[src/rtl/sd_decimator.sv]
// Sigma-delta decimator: first-order 1-bit modulator front end with an
// external RC integrator. The comparator output is synchronized and
// re-registered as the feedback bit. That feedback bit is counted over a
// window of 2^C_OSR_LOG2 clocks to form one sample, which is handed over
// through a valid/ack handshake with a sticky overrun flag.
`timescale 1ns/1ps

module sd_decimator #(
   parameter int C_CLK_FRQ      = 100_000_000,
   parameter int C_SAMPLE_WIDTH = 8,
   parameter int C_OSR_LOG2     = 8
) (
   input  logic                      clk,
   input  logic                      rstb,
   input  logic                      enable,
   input  logic                      sdIn,
   output logic                      sdFb,
   output logic                      valid,
   input  logic                      ack,
   output logic [C_SAMPLE_WIDTH-1:0] data,
   output logic                      error
);

   localparam int C_SHIFT = C_OSR_LOG2 - C_SAMPLE_WIDTH;
   localparam logic [C_OSR_LOG2-1:0] C_CNT_MAX  = {C_OSR_LOG2{1'b1}};
   localparam logic [C_OSR_LOG2-1:0] C_CNT_ZERO = {C_OSR_LOG2{1'b0}};
   localparam logic [C_OSR_LOG2-1:0] C_CNT_ONE  = C_OSR_LOG2'(1'b1);
   localparam logic [C_OSR_LOG2:0]   C_ACC_ZERO = {(C_OSR_LOG2+1){1'b0}};

   // Elaboration-time guard on the parameter set; the clock frequency only
   // has to be meaningful, it does not shape any logic.
   if ((C_OSR_LOG2 < C_SAMPLE_WIDTH) || (C_SAMPLE_WIDTH < 1) || (C_CLK_FRQ <= 0)) begin : gBadParam
      $error("sd_decimator: illegal parameters (need C_OSR_LOG2 >= C_SAMPLE_WIDTH >= 1, C_CLK_FRQ > 0)");
   end

   typedef enum logic [0:0] {
      IDLE = 1'b0,
      RUN  = 1'b1
   } state_t;

   state_t                    state_r;
   state_t                    stateNext_s;
   logic                      sync1_r;
   logic                      sync2_r;
   logic                      sdFb_r;
   logic [C_OSR_LOG2-1:0]     cnt_r;
   logic [C_OSR_LOG2-1:0]     cntNext_s;
   logic [C_OSR_LOG2:0]       acc_r;
   logic [C_OSR_LOG2:0]       accNext_s;
   logic [C_OSR_LOG2:0]       total_s;
   logic                      winDone_s;
   logic [C_SAMPLE_WIDTH-1:0] sample_s;
   logic [C_SAMPLE_WIDTH-1:0] data_r;
   logic [C_SAMPLE_WIDTH-1:0] dataNext_s;
   logic                      valid_r;
   logic                      validNext_s;
   logic                      error_r;
   logic                      errorNext_s;

   // Scale a full-window ones count to the sample width. A window of all
   // ones counts to 2^C_OSR_LOG2, which does not fit and is clamped.
   function automatic logic [C_SAMPLE_WIDTH-1:0] scaleSample(input logic [C_OSR_LOG2:0] total);
      logic [C_OSR_LOG2:0] shifted;
      shifted = total >> C_SHIFT;
      if (total[C_OSR_LOG2]) begin
         return {C_SAMPLE_WIDTH{1'b1}};
      end else begin
         return shifted[C_SAMPLE_WIDTH-1:0];
      end
   endfunction

   assign total_s  = acc_r + {C_CNT_ZERO, sdFb_r};
   assign sample_s = scaleSample(total_s);

   // Two-flop synchronizer for the comparator; the third flop is the feedback bit.
   always_ff @(posedge clk or negedge rstb) begin
      if (!rstb) begin
         sync1_r <= 1'b0;
         sync2_r <= 1'b0;
         sdFb_r  <= 1'b0;
      end else begin
         sync1_r <= sdIn;
         sync2_r <= sync1_r;
         sdFb_r  <= sync2_r;
      end
   end

   // Window sequencing: IDLE holds the count clear, RUN accumulates the feedback bit.
   always_comb begin
      stateNext_s = state_r;
      cntNext_s   = cnt_r;
      accNext_s   = acc_r;
      winDone_s   = 1'b0;
      case (state_r)
         IDLE: begin
            if (enable) begin
               // The enabling edge is already the first window clock.
               stateNext_s = RUN;
               cntNext_s   = cnt_r + C_CNT_ONE;
               accNext_s   = total_s;
            end else begin
               cntNext_s   = C_CNT_ZERO;
               accNext_s   = C_ACC_ZERO;
            end
         end
         RUN: begin
            if (!enable) begin
               // Partial window is thrown away.
               stateNext_s = IDLE;
               cntNext_s   = C_CNT_ZERO;
               accNext_s   = C_ACC_ZERO;
            end else if (cnt_r == C_CNT_MAX) begin
               winDone_s   = 1'b1;
               cntNext_s   = C_CNT_ZERO;
               accNext_s   = C_ACC_ZERO;
            end else begin
               cntNext_s   = cnt_r + C_CNT_ONE;
               accNext_s   = total_s;
            end
         end
         default: begin
            stateNext_s = IDLE;
            cntNext_s   = C_CNT_ZERO;
            accNext_s   = C_ACC_ZERO;
         end
      endcase
   end

   // Sample handover: load when the slot is free or freed on this edge, else flag overrun.
   always_comb begin
      dataNext_s  = data_r;
      validNext_s = valid_r;
      errorNext_s = error_r;
      if (winDone_s) begin
         if (!valid_r || ack) begin
            dataNext_s  = sample_s;
            validNext_s = 1'b1;
            errorNext_s = 1'b0;
         end else begin
            errorNext_s = 1'b1;
         end
      end else if (valid_r && ack) begin
         validNext_s = 1'b0;
         errorNext_s = 1'b0;
      end else begin
         dataNext_s  = data_r;
         validNext_s = valid_r;
         errorNext_s = error_r;
      end
   end

   // State, window counter and accumulator registers.
   always_ff @(posedge clk or negedge rstb) begin
      if (!rstb) begin
         state_r <= IDLE;
         cnt_r   <= C_CNT_ZERO;
         acc_r   <= C_ACC_ZERO;
      end else begin
         state_r <= stateNext_s;
         cnt_r   <= cntNext_s;
         acc_r   <= accNext_s;
      end
   end

   // Output sample, valid and sticky overrun registers.
   always_ff @(posedge clk or negedge rstb) begin
      if (!rstb) begin
         data_r  <= {C_SAMPLE_WIDTH{1'b0}};
         valid_r <= 1'b0;
         error_r <= 1'b0;
      end else begin
         data_r  <= dataNext_s;
         valid_r <= validNext_s;
         error_r <= errorNext_s;
      end
   end

   assign sdFb  = sdFb_r;
   assign valid = valid_r;
   assign data  = data_r;
   assign error = error_r;

endmodule

[config.mk]
export PLATFORM = sky130hd
export DESIGN_NAME = sd_decimator
export DESIGN_NICKNAME = d
export VERILOG_FILES = /design/src/rtl/sd_decimator.sv
export SDC_FILE = /design/constraint.sdc
export NUM_CORES = 1
export LEC_CHECK = 0
export ABC_AREA = 1
export CAP_MARGIN = 30
export CORE_AREA = 2 2 66 68
export DETAILED_ROUTE_END_ITERATION = 10
export DIE_AREA = 0 0 68 70
export GPL_TIMING_DRIVEN = 0
export MAX_ROUTING_LAYER = met4
export PLACE_DENSITY_LB_ADDON = 0.12
export SYNTH_ARGS = -nofsm -noshare
export SYNTH_HDL_FRONTEND = slang
export SYNTH_SLANG_ARGS = --single-unit
[constraint.sdc]
create_clock -name clk -period 3.3 [get_ports clk]
set_input_delay 0.66 -clock clk [delete_from_list [all_inputs] [get_ports clk]]
set_output_delay 0.66 -clock clk [all_outputs]
set_load 0.01 [all_outputs]
Word level (Yosys, flattened, before mapping)
Index checks and enable logic that the tools add are counted.
{ "word_totals": {"ff_bits": 31, "out_inout_bits": 11} }
{ "classes": {"reduce_logical": 6, "n_eq_ne": 2, "bitwise_logic": 1, "mux": 18, "addsub": 2} }
{ "ops": {"columns": ["op", "n"], "rows": [
  ["$mux 8", 4],
  ["$mux 9", 3],
  ["$pmux 9 s2", 1],
  ["$pmux 8 s2", 1],
  ["$add 9x1->9", 1],
  ["$mux 1", 9],
  ["$add 8x1->8 const B", 1],
  ["$eq 8x8->1 const B", 1],
  ["$reduce_and 2->1", 2],
  ["$ne 2x1->1 const B", 1],
  ["$reduce_bool 2->1", 1],
  ["$logic_and 1x1->1", 1],
  ["$logic_not 1->1", 1],
  ["$logic_or 1x1->1", 1],
  ["$not 1->1", 1]
]} }

Depth between registers and ports, before layout
{ "depth": {"ltp_word": 6, "mapped_depth": 10, "mapped_depth_nobuf": 10} }

Least setup slack after synthesis
No wires, ideal clock.
{ "synth_path": {"path_kind": "register to register", "start": "reg sdFb_r (netlist: sdFb)", "end": "reg data_r[7] (netlist: data[7])", "path_slack_ns": 1.841, "path_stages_with_launch": 10, "path_buffers": 0, "setup_time_ns": 0.116, "synth_period_minus_slack_ns": 1.459, "arrival_time_ns": 1.343, "required_time_ns": 3.184, "cell_sequence": "dfrtp_1 ha_1 ha_1 nand2_1 nor2_1 nand3_1 nand2_2 nand2_1 nand2_1 nand2_1"} }
{ "synth_via": {"elab_chain_len": 2} }
{ "synth_rtl": {"columns": ["element", "line", "rtl"], "rows": [
  ["from (decl)", "45", "logic sdFb_r;"],
  ["from (signal assigned)", "84", "sdFb_r <= sync2_r;"],
  ["$add 9x1->9", "72", "assign total_s = acc_r + {C_CNT_ZERO, sdFb_r};"],
  ["$mux 8", "65", "if (total[C_OSR_LOG2]) begin"],
  ["to (signal assigned)", "168", "data_r <= {C_SAMPLE_WIDTH{1'b0}};"],
  ["to (signal assigned)", "172", "data_r <= dataNext_s;"],
  ["to (decl)", "53", "logic [C_SAMPLE_WIDTH-1:0] data_r;"]
]} }
No other way between the ends.
A chain may end at the register's enable or synchronous reset.

Worst setup path in the final report
{ "layout_path": {"start": "reg valid_r (netlist: valid)", "end": "out valid"} }
{ "layout_lines": {"columns": ["element", "line", "rtl"], "rows": [
  ["from (decl)", "55", "logic valid_r;"],
  ["from (signal assigned)", "173", "valid_r <= validNext_s;"],
  ["to (decl)", "18", "output logic valid,"]
]} }
No word-level cell between the ends.

==> run metrics <==
largest cells by area after synthesis=sky130_fd_sc_hd__dfrtp_1 56%, sky130_fd_sc_hd__nand2_1 15%, sky130_fd_sc_hd__nor2_1 6.3%; total die area=0.00476 sq mm; number of top-level pins=16; commonest register cell after synthesis=sky130_fd_sc_hd__dfrtp_1; post-route non-filler standard cell count=233; fraction of synthesis flops using an asynchronous set or reset pin=100%; power density over the cells=472 mW/mm^2; required time of the worst setup path=2.64 ns; post-route cell area=0.00174 sq mm; Max Transition Viols Final=0; CP Data Arrival Time=1.22 ns; class of the worst hold path=flop to flop; Max-slew headroom=55.4%; Final period util=56.8%; starting density of the core=33.2%; R2R cell count=9; number of antenna violations at the first check in global routing=0; final hold violations=0; Critical R2R Launch=sdFb; Post-Place Cells=225; fraction of post-synthesis cell area in the top cell type by area=56.3%; Gate Count Post-Synth=157; drt first pass iters=4; ant diodes=0; count of flip-flops with a built-in enable after synthesis=0; post-synthesis to final-layout area growth=26.2%; vias in the first global route=1066; post-layout min period=1.88 ns; clock tree from TritonCTS=yes; Final GP Congestion=0.695; DR vias/cell=4.53; area post-placement=0.00162 sq mm; hold path cells=0; CP Cell Sequence=clkdlybuf4s50_1; CP delay by family, top=buffers and inverters; worst hold path endpoint=sync2_r; unrepaired setup endpoints after global routing=false; Remaining DRCs=0; leak pwr=0.868 nW; die span in y=70 um; number of vias after detailed routing=1055; CTS root buffer=sky130_fd_sc_hd__clkbuf_8; origin of the worst min-delay path=sync1_r; Yosys top cell by area=sky130_fd_sc_hd__dfrtp_1; slack of the worst reg-to-reg path=1.67 ns; result of the run=finished clean; Setup TNS=0 ns; total number of placement rows=24; Detailed Route WL=2660 um; maximum frequency from static timing analysis=0.533 GHz; final worst setup slack=1.42 ns; maximum number of pins on one net before global-route repair=20; combined buffer and inverter count along the critical path=1; Slowest-stage cell, CP=sky130_fd_sc_hd__clkdlybuf4s50_1; slew at the pin with the worst max-slew slack=0.667 ns; worst setup slack after placement=1.33 ns; CTS resizes=0; proportion of layout cells with a drive suffix above 1=9.39%; wire length of the first global-routing pass=4750 um; hold buffer count at CTS=0; CTS Buf Count=5; syn nets=165; count of routing violations after the opening detailed-route iteration=23; syn_area_per_cell=8.77 sq um; number of fillers in the final layout=408; DIE WIDTH=68 um; library cell with the highest instance count after synthesis=sky130_fd_sc_hd__nand2_1; area taken by flip-flops and latches=776 sq um; synth warn=0; CTS clk-pin slew, worst paths=0.07 ns; count of state elements after synthesis=31; kind of critical path=flop to output pin; CP max FO=3; capture point of the worst reg-to-reg path=data[3]; cell types with the highest counts after synthesis=56 x sky130_fd_sc_hd__nand2_1, 31 x sky130_fd_sc_hd__dfrtp_1, 23 x sky130_fd_sc_hd__nor2_1, 14 x sky130_fd_sc_hd__inv_1, 10 x sky130_fd_sc_hd__nand3_1; peak ir drop on the vdd network=0.275 mV; number of port buffers=15; Netlist Area Pre-Place=0.00138 sq mm; Setup Viol. Count Final=0; core box area=0.00414 sq mm; remaining antenna violation count=0; sequential fraction of the synthesis area=56.3%; CP Launch Type=flop; GR Util All Layers=13.7%; post-CTS setup buffer count=0; maximum number of buffers from clock root to sink=2; final net count=188; detailed-route wire length per cell=11.4 um; stage delay of the slowest cell on the critical path=0.55 ns; count of maximum capacitance violations=0; Clock Sinks=31; Yosys cell types=20; worst skew pair latency=0.28 ns; placed wire-length estimate after detailed placement=2020 um; aggregate global routing overflow=0; crit end category=output pin; area of the multi-input gates=529 sq um; largest clock skew in the final design=0.00676 ns; H-tree levels=2
==> power breakdown <==
part	total [mW]	switching (mW)	leakage, nW	internal (mW)
combinational	0.0375	0.0212	0.387	0.0162
sequential	0.392	0.00439	0.420	0.388
clock	0.390	0.146	0.0612	0.244
total	0.820	0.172	0.868	0.648
==> per-stage QoR <==
step                      utilization [%]  power (mW)  hold WS, ns
final                                41.9       0.820        0.363
after global routing                 41.9       0.852        0.370
after CTS                            41.9       0.826        0.366
after detailed placement             39.1       0.438        0.352
after global placement               38.4       0.433        0.331
after floorplan                         -       0.414        0.331
==> placed cells by master, fill, tap and decap left out, drive strengths merged <==
| cell type | instances |
|---|---|
| dfrtp | 31 |
| and3b | 1 |
| clkdlybuf4s50 | 15 |
| bufinv | 1 |
| o21ai | 2 |
| buf | 2 |
| xor2 | 3 |
| nand4 | 1 |
| a21oi | 2 |
| nand2 | 58 |
| nor2 | 25 |
| ha | 3 |
| inv | 14 |
| clkinv | 2 |
| nand3 | 11 |
| nor3 | 1 |
| o21bai | 2 |
| clkbuf | 6 |
| xnor2 | 1 |
==> how the worst max path moves through the flow <==
stage,start,endpoint,slack [ns],cells past startpoint
after detailed placement,enable,data[0],1.33,5
after CTS,valid,valid,1.42,1
after floorplan,sdFb,data[7],1.84,9
after global placement,rstb,cnt_r[6],1.00,1
final,valid,valid,1.42,1
after global routing,valid,valid,1.38,1
==> logic make-up (layout without fill, tap and decap cells) <==
family | count (synthesis) | in the layout | share of synthesized area [%]
flops | 31 | 31 | 56.3
compound gates | 6 | 6 | 2.54
buf+inv | 16 | 40 | 5.27
fa+ha+maj | 3 | 3 | 2.73
xor+xnor | 4 | 4 | 2.54
simple gates | 97 | 97 | 30.6
==> layout make-up <==
cell class                      instances  area share, %
Multi-Input combinational cell        110           30.5
Buffer                                  1          0.648
Inverter                               15           3.53
Timing Repair Buffer                   16           10.2
Clock buffer                            6           4.75
Sequential cell                        31           44.6
Tap cell                               52           3.74
Clock inverter                          2           2.02
==> registers in the layout, indices dropped and copies added, names as in the netlist <==
signal   count
sync2_r      1
acc_r        9
error        1
cnt_r        8
data         8
sync1_r      1
valid        1
sdFb         1
state_r      1
==> routing by layer <==
metal	part of all wire [%]	global-route usage [%]	wire length (um)
met1	46	17.1	1230
met2	50	20.5	1320
met3	2.9	4.83	77
met4	1.4	4.67	37
met5	0	-	0
Note: power is estimated with default switching activity, not from simulation.
==> patch 1: new RTL, same flow settings <==
Set the parameter `C_SAMPLE_WIDTH` to 7 (it was 8).
--- a/src/rtl/sd_decimator.sv
+++ b/src/rtl/sd_decimator.sv
@@ -7,7 +7,7 @@
 
 module sd_decimator #(
    parameter int C_CLK_FRQ      = 100_000_000,
-   parameter int C_SAMPLE_WIDTH = 8,
+   parameter int C_SAMPLE_WIDTH = 7,
    parameter int C_OSR_LOG2     = 8
 ) (
    input  logic                      clk,
Ports: changed (resized data); port bits go from 16 to 15. No check against the original RTL was run, so the function may have changed too.
==> patch 1 against the unedited design <==
  * Global-route usage is 0.96 points lower
  * Cell area is 3.2% lower
  * Sequential cell count is 1 lower
  * Power is 4.3% lower
  * Highest routed layer unchanged
  * Area after synthesis is 3.0% lower
  * Largest power group unchanged
  * Routed wire length is 11% lower
  * Clock skew is 0.0037 ns lower
  * Worst setup slack better by 0.048 ns
==> patch 1: results (changes against the unedited design) <==
STA:
- The worst clock skew is 0.00305 ns (-0.00370 ns).
- The measured slew at the worst slew-check pin was 0.719 ns (+0.0519 ns).
- The timing-limited maximum frequency is 547 MHz (+2.6%).

Yosys:
- The share of synthesized cell area in full adder, half adder and majority cells is 0.0281 (+0.000842).
- Sorting the synthesized cells by area gives the leading types as sky130_fd_sc_hd__dfrtp_1 (56%), sky130_fd_sc_hd__nand2_1 (13%), sky130_fd_sc_hd__nor2_1 (5.9%).
- The synthesized-area fraction occupied by xor and xnor cells is 0.0262 (+0.000786).
- Counting instances in the post-synthesis netlist gives the leading cell types as sky130_fd_sc_hd__nand2_1 (48), sky130_fd_sc_hd__dfrtp_1 (30), sky130_fd_sc_hd__nor2_1 (21).
- The sequential element share of the synthesized area is 0.562 (-0.00133).

Status:
- The flow ran to the end, and the final reports show no timing, DRC or antenna violations.

Final layout:
- The final instance area is 1680 um^2 (-3.2%).
- The share of post-route cells with drive strength above 1 is 0.105 (+0.0107).
- The number of inserted filler cells in the final layout is 433 (+6.1%).

Placement:
- The total of buffers placed on input and output ports is 14 (-1).

Global routing:
- The via count of the first global-routing pass is 1010 (-5.3%).
- The global-route wire length before repair came to 4.45 mm (-6.4%).
- The pin count of the biggest net entering global routing was 19 (-5.0%).
- The global routing usage summed across all routing layers is 0.127 (-0.00960).

Setup path:
- The worst setup path endpoint is sdFb.
- The count of cells along the worst register-to-register path is 7 (-2).
- The start point of the critical path is sdFb.
- The data arrival time of the critical path is 1.17 ns (-0.05 ns).

Pwr:
- The static power due to leakage is 0.810 nW (-6.7%).
- The worst supply voltage drop on vdd is 0.322 mV (+17%).

Drt:
- The average routed wire per standard cell was 10.6 um (-7.2%).
- The mean number of vias per cell is 4.38 (-3.3%).
## patch 1: cells by family (layout without fill, tap and decap cells)
family          after synthesis  after routing
compound gates                8              8
xor+xnor                      4              4
simple gates                 90             90
fa+ha+maj                     3              3
flops                        30             30
buf+inv                      15             37
## patch 1: report_power, final
group,switching [W],internal [W]
clock network,0.000127,0.000241
logic,0.0000205,0.0000156
registers,0.00000410,0.000376
## patch 1: worst min path at each step
stage            start  slack (ns)    to
3_3_place_gp   sync2_r        0.33  sdFb
4_1_cts        sync2_r        0.35  sdFb
3_5_place_dp   sync2_r        0.33  sdFb
2_1_floorplan  sync2_r        0.33  sdFb
5_1_grt        sync2_r        0.36  sdFb
6_report       sync2_r        0.35  sdFb
## patch 1: per-layer routing
metal	vias to the layer above	GRT usage	wire [um]
li1	513	-	-
met1	451	0.161	1110
met2	13	0.191	1150
met3	4	0.0435	85
met4	0	0.0400	30
met5	-	-	0
## patch 1: stage by stage
| stage | total power [W] | cells |
|---|---|---|
| after floorplan | 0.000401 | 150 |
| after global placement | 0.000419 | 216 |
| after detailed placement | 0.000424 | 217 |
| after CTS | 0.000797 | 224 |
| after global routing | 0.000825 | 224 |
| final | 0.000784 | 224 |
## patch 1: cell type report
cell class / instances / area share
Clock buffer: 6 / 0.0491
Inverter: 14 / 0.0342
Timing Repair Buffer: 15 / 0.0997
Buffer: 1 / 0.00670
Clock inverter: 1 / 0.0179
Multi-Input combinational cell: 105 / 0.307
Tap cell: 52 / 0.0387
Sequential cell: 30 / 0.446
==> patch 2: new RTL, same settings <==
Made on the original files. Make the reset (`rstb`) synchronous in 3 clocked blocks.
--- a/src/rtl/sd_decimator.sv
+++ b/src/rtl/sd_decimator.sv
@@ -73,7 +73,7 @@
    assign sample_s = scaleSample(total_s);
 
    // Two-flop synchronizer for the comparator; the third flop is the feedback bit.
-   always_ff @(posedge clk or negedge rstb) begin
+   always_ff @(posedge clk) begin
       if (!rstb) begin
          sync1_r <= 1'b0;
          sync2_r <= 1'b0;
@@ -150,7 +150,7 @@
    end
 
    // State, window counter and accumulator registers.
-   always_ff @(posedge clk or negedge rstb) begin
+   always_ff @(posedge clk) begin
       if (!rstb) begin
          state_r <= IDLE;
          cnt_r   <= C_CNT_ZERO;
@@ -163,7 +163,7 @@
    end
 
    // Output sample, valid and sticky overrun registers.
-   always_ff @(posedge clk or negedge rstb) begin
+   always_ff @(posedge clk) begin
       if (!rstb) begin
          data_r  <= {C_SAMPLE_WIDTH{1'b0}};
          valid_r <= 1'b0;
Behaviour: differs if rstb is asserted again (counterexample within 4 cycles, from zero or initial values and one cycle with rstb low); with rstb held inactive, the same outputs for 10 cycles.
==> patch 2 against the unedited design <==
  * Worst setup slack better by 0.039 ns
  * Fmax up 2.1%
  * Power down 12%
  * Sequential share of layout area down 5.3 points
  * Hold slack better by 0.049 ns
  * Count of clock-buffer cells in the layout up 2
  * Synthesized cell count up 3.8%
  * Area after synthesis down 8.4%
  * Combinational power down 47%
  * Cell area down 9.3%
  * Utilization down 3.9 points
  * Routed wire length down 8.9%
  * Sequential cell count unchanged
  * Largest cell class unchanged
==> patch 2: results (changes against the unedited design) <==
Status:
- The flow ran to the end, and the final reports show no timing, DRC or antenna violations.

Pwr:
- The worst supply voltage drop on vdd is 0.191 mV (-30%).
- The power drawn by the sequential cells is 0.000379 W (-3%).
- The static power due to leakage came to 0.735 nW (-15%).
- The design internal power is 0.000576 W (-11%).
- The power dissipated in the clock network is 0.000326 W (-16%).

Setup path:
- The data arrival time of the critical path was 1.18 ns (-0.04 ns).
- In this run the critical register-to-register path is launched from sdFb.

Drt:
- The mean number of vias per cell is 4.41 (-2.7%).
- The final wirelength is 2.42 mm (-8.9%).
- The average routed wire per standard cell is 10.2 um (-11%).

Hold path:
- The startpoint identified for the worst hold timing path is sync1_r.
- The cell depth of the worst hold path is 2 (+2).

Global routing:
- The global routing usage summed across all routing layers came to 0.131 (-0.00631).
- The met2 layer usage reported by global route is 0.214 (+0.00863).
- The global-route wire length before repair came to 4.51 mm (-5.2%).
- The pin count of the biggest net entering global routing is 11 (-45%).
- The via count of the first global-routing pass is 1106 (+3.8%).

Yosys:
- The post-synth net total is 171 (+3.6%).
- The number of cells produced by synthesis is 163 (+3.8%).

STA:
- The worst clock skew is 0.00506 ns (-0.00169 ns).

Placement:
- The post-placement worst setup slack was 1.31 ns (-0.0199 ns).
- The final RePlAce weighted congestion is 0.699 (+0.59%).
- The area after detailed placement is 1480 um^2 (-8.9%).
- The number of placed cells counting well taps came to 230 (+2.2%).
## patch 2: final timing paths
kind,end,slack [ns]
worst max-delay path,valid,1.46
worst min-delay path,sync2_r,0.41
worst max register to register,data[1],1.66
worst min register to register,sync2_r,0.41
## patch 2: metal layers
layer  up-vias  part of all wire
met5         -                 0
met4         0             0.016
met3         6             0.049
met2        14              0.51
met1       481              0.43
li1        548                 -
## patch 2: cell type report
class                           instances  area [um^2]  share of cell area
Timing Repair Buffer                   15          150              0.0952
Inverter                               20         75.1              0.0476
Buffer                                  2         11.3             0.00714
Sequential cell                        31          621               0.394
Clock buffer                            8          100              0.0635
Multi-Input combinational cell        110          554               0.352
Tap cell                               52         65.1              0.0413
## patch 2: kinds of logic (layout without fill, tap and decap cells)
group,count (synthesis),in the layout,share of synthesized area
and+or+nand+nor,94,94,0.344
DFF,31,31,0.492
adders and majority gates,3,3,0.0298
xor gates and xnor gates,4,4,0.0278
buffers and inverters,22,45,0.0685
AOI/OAI and AO/OA,9,9,0.0377
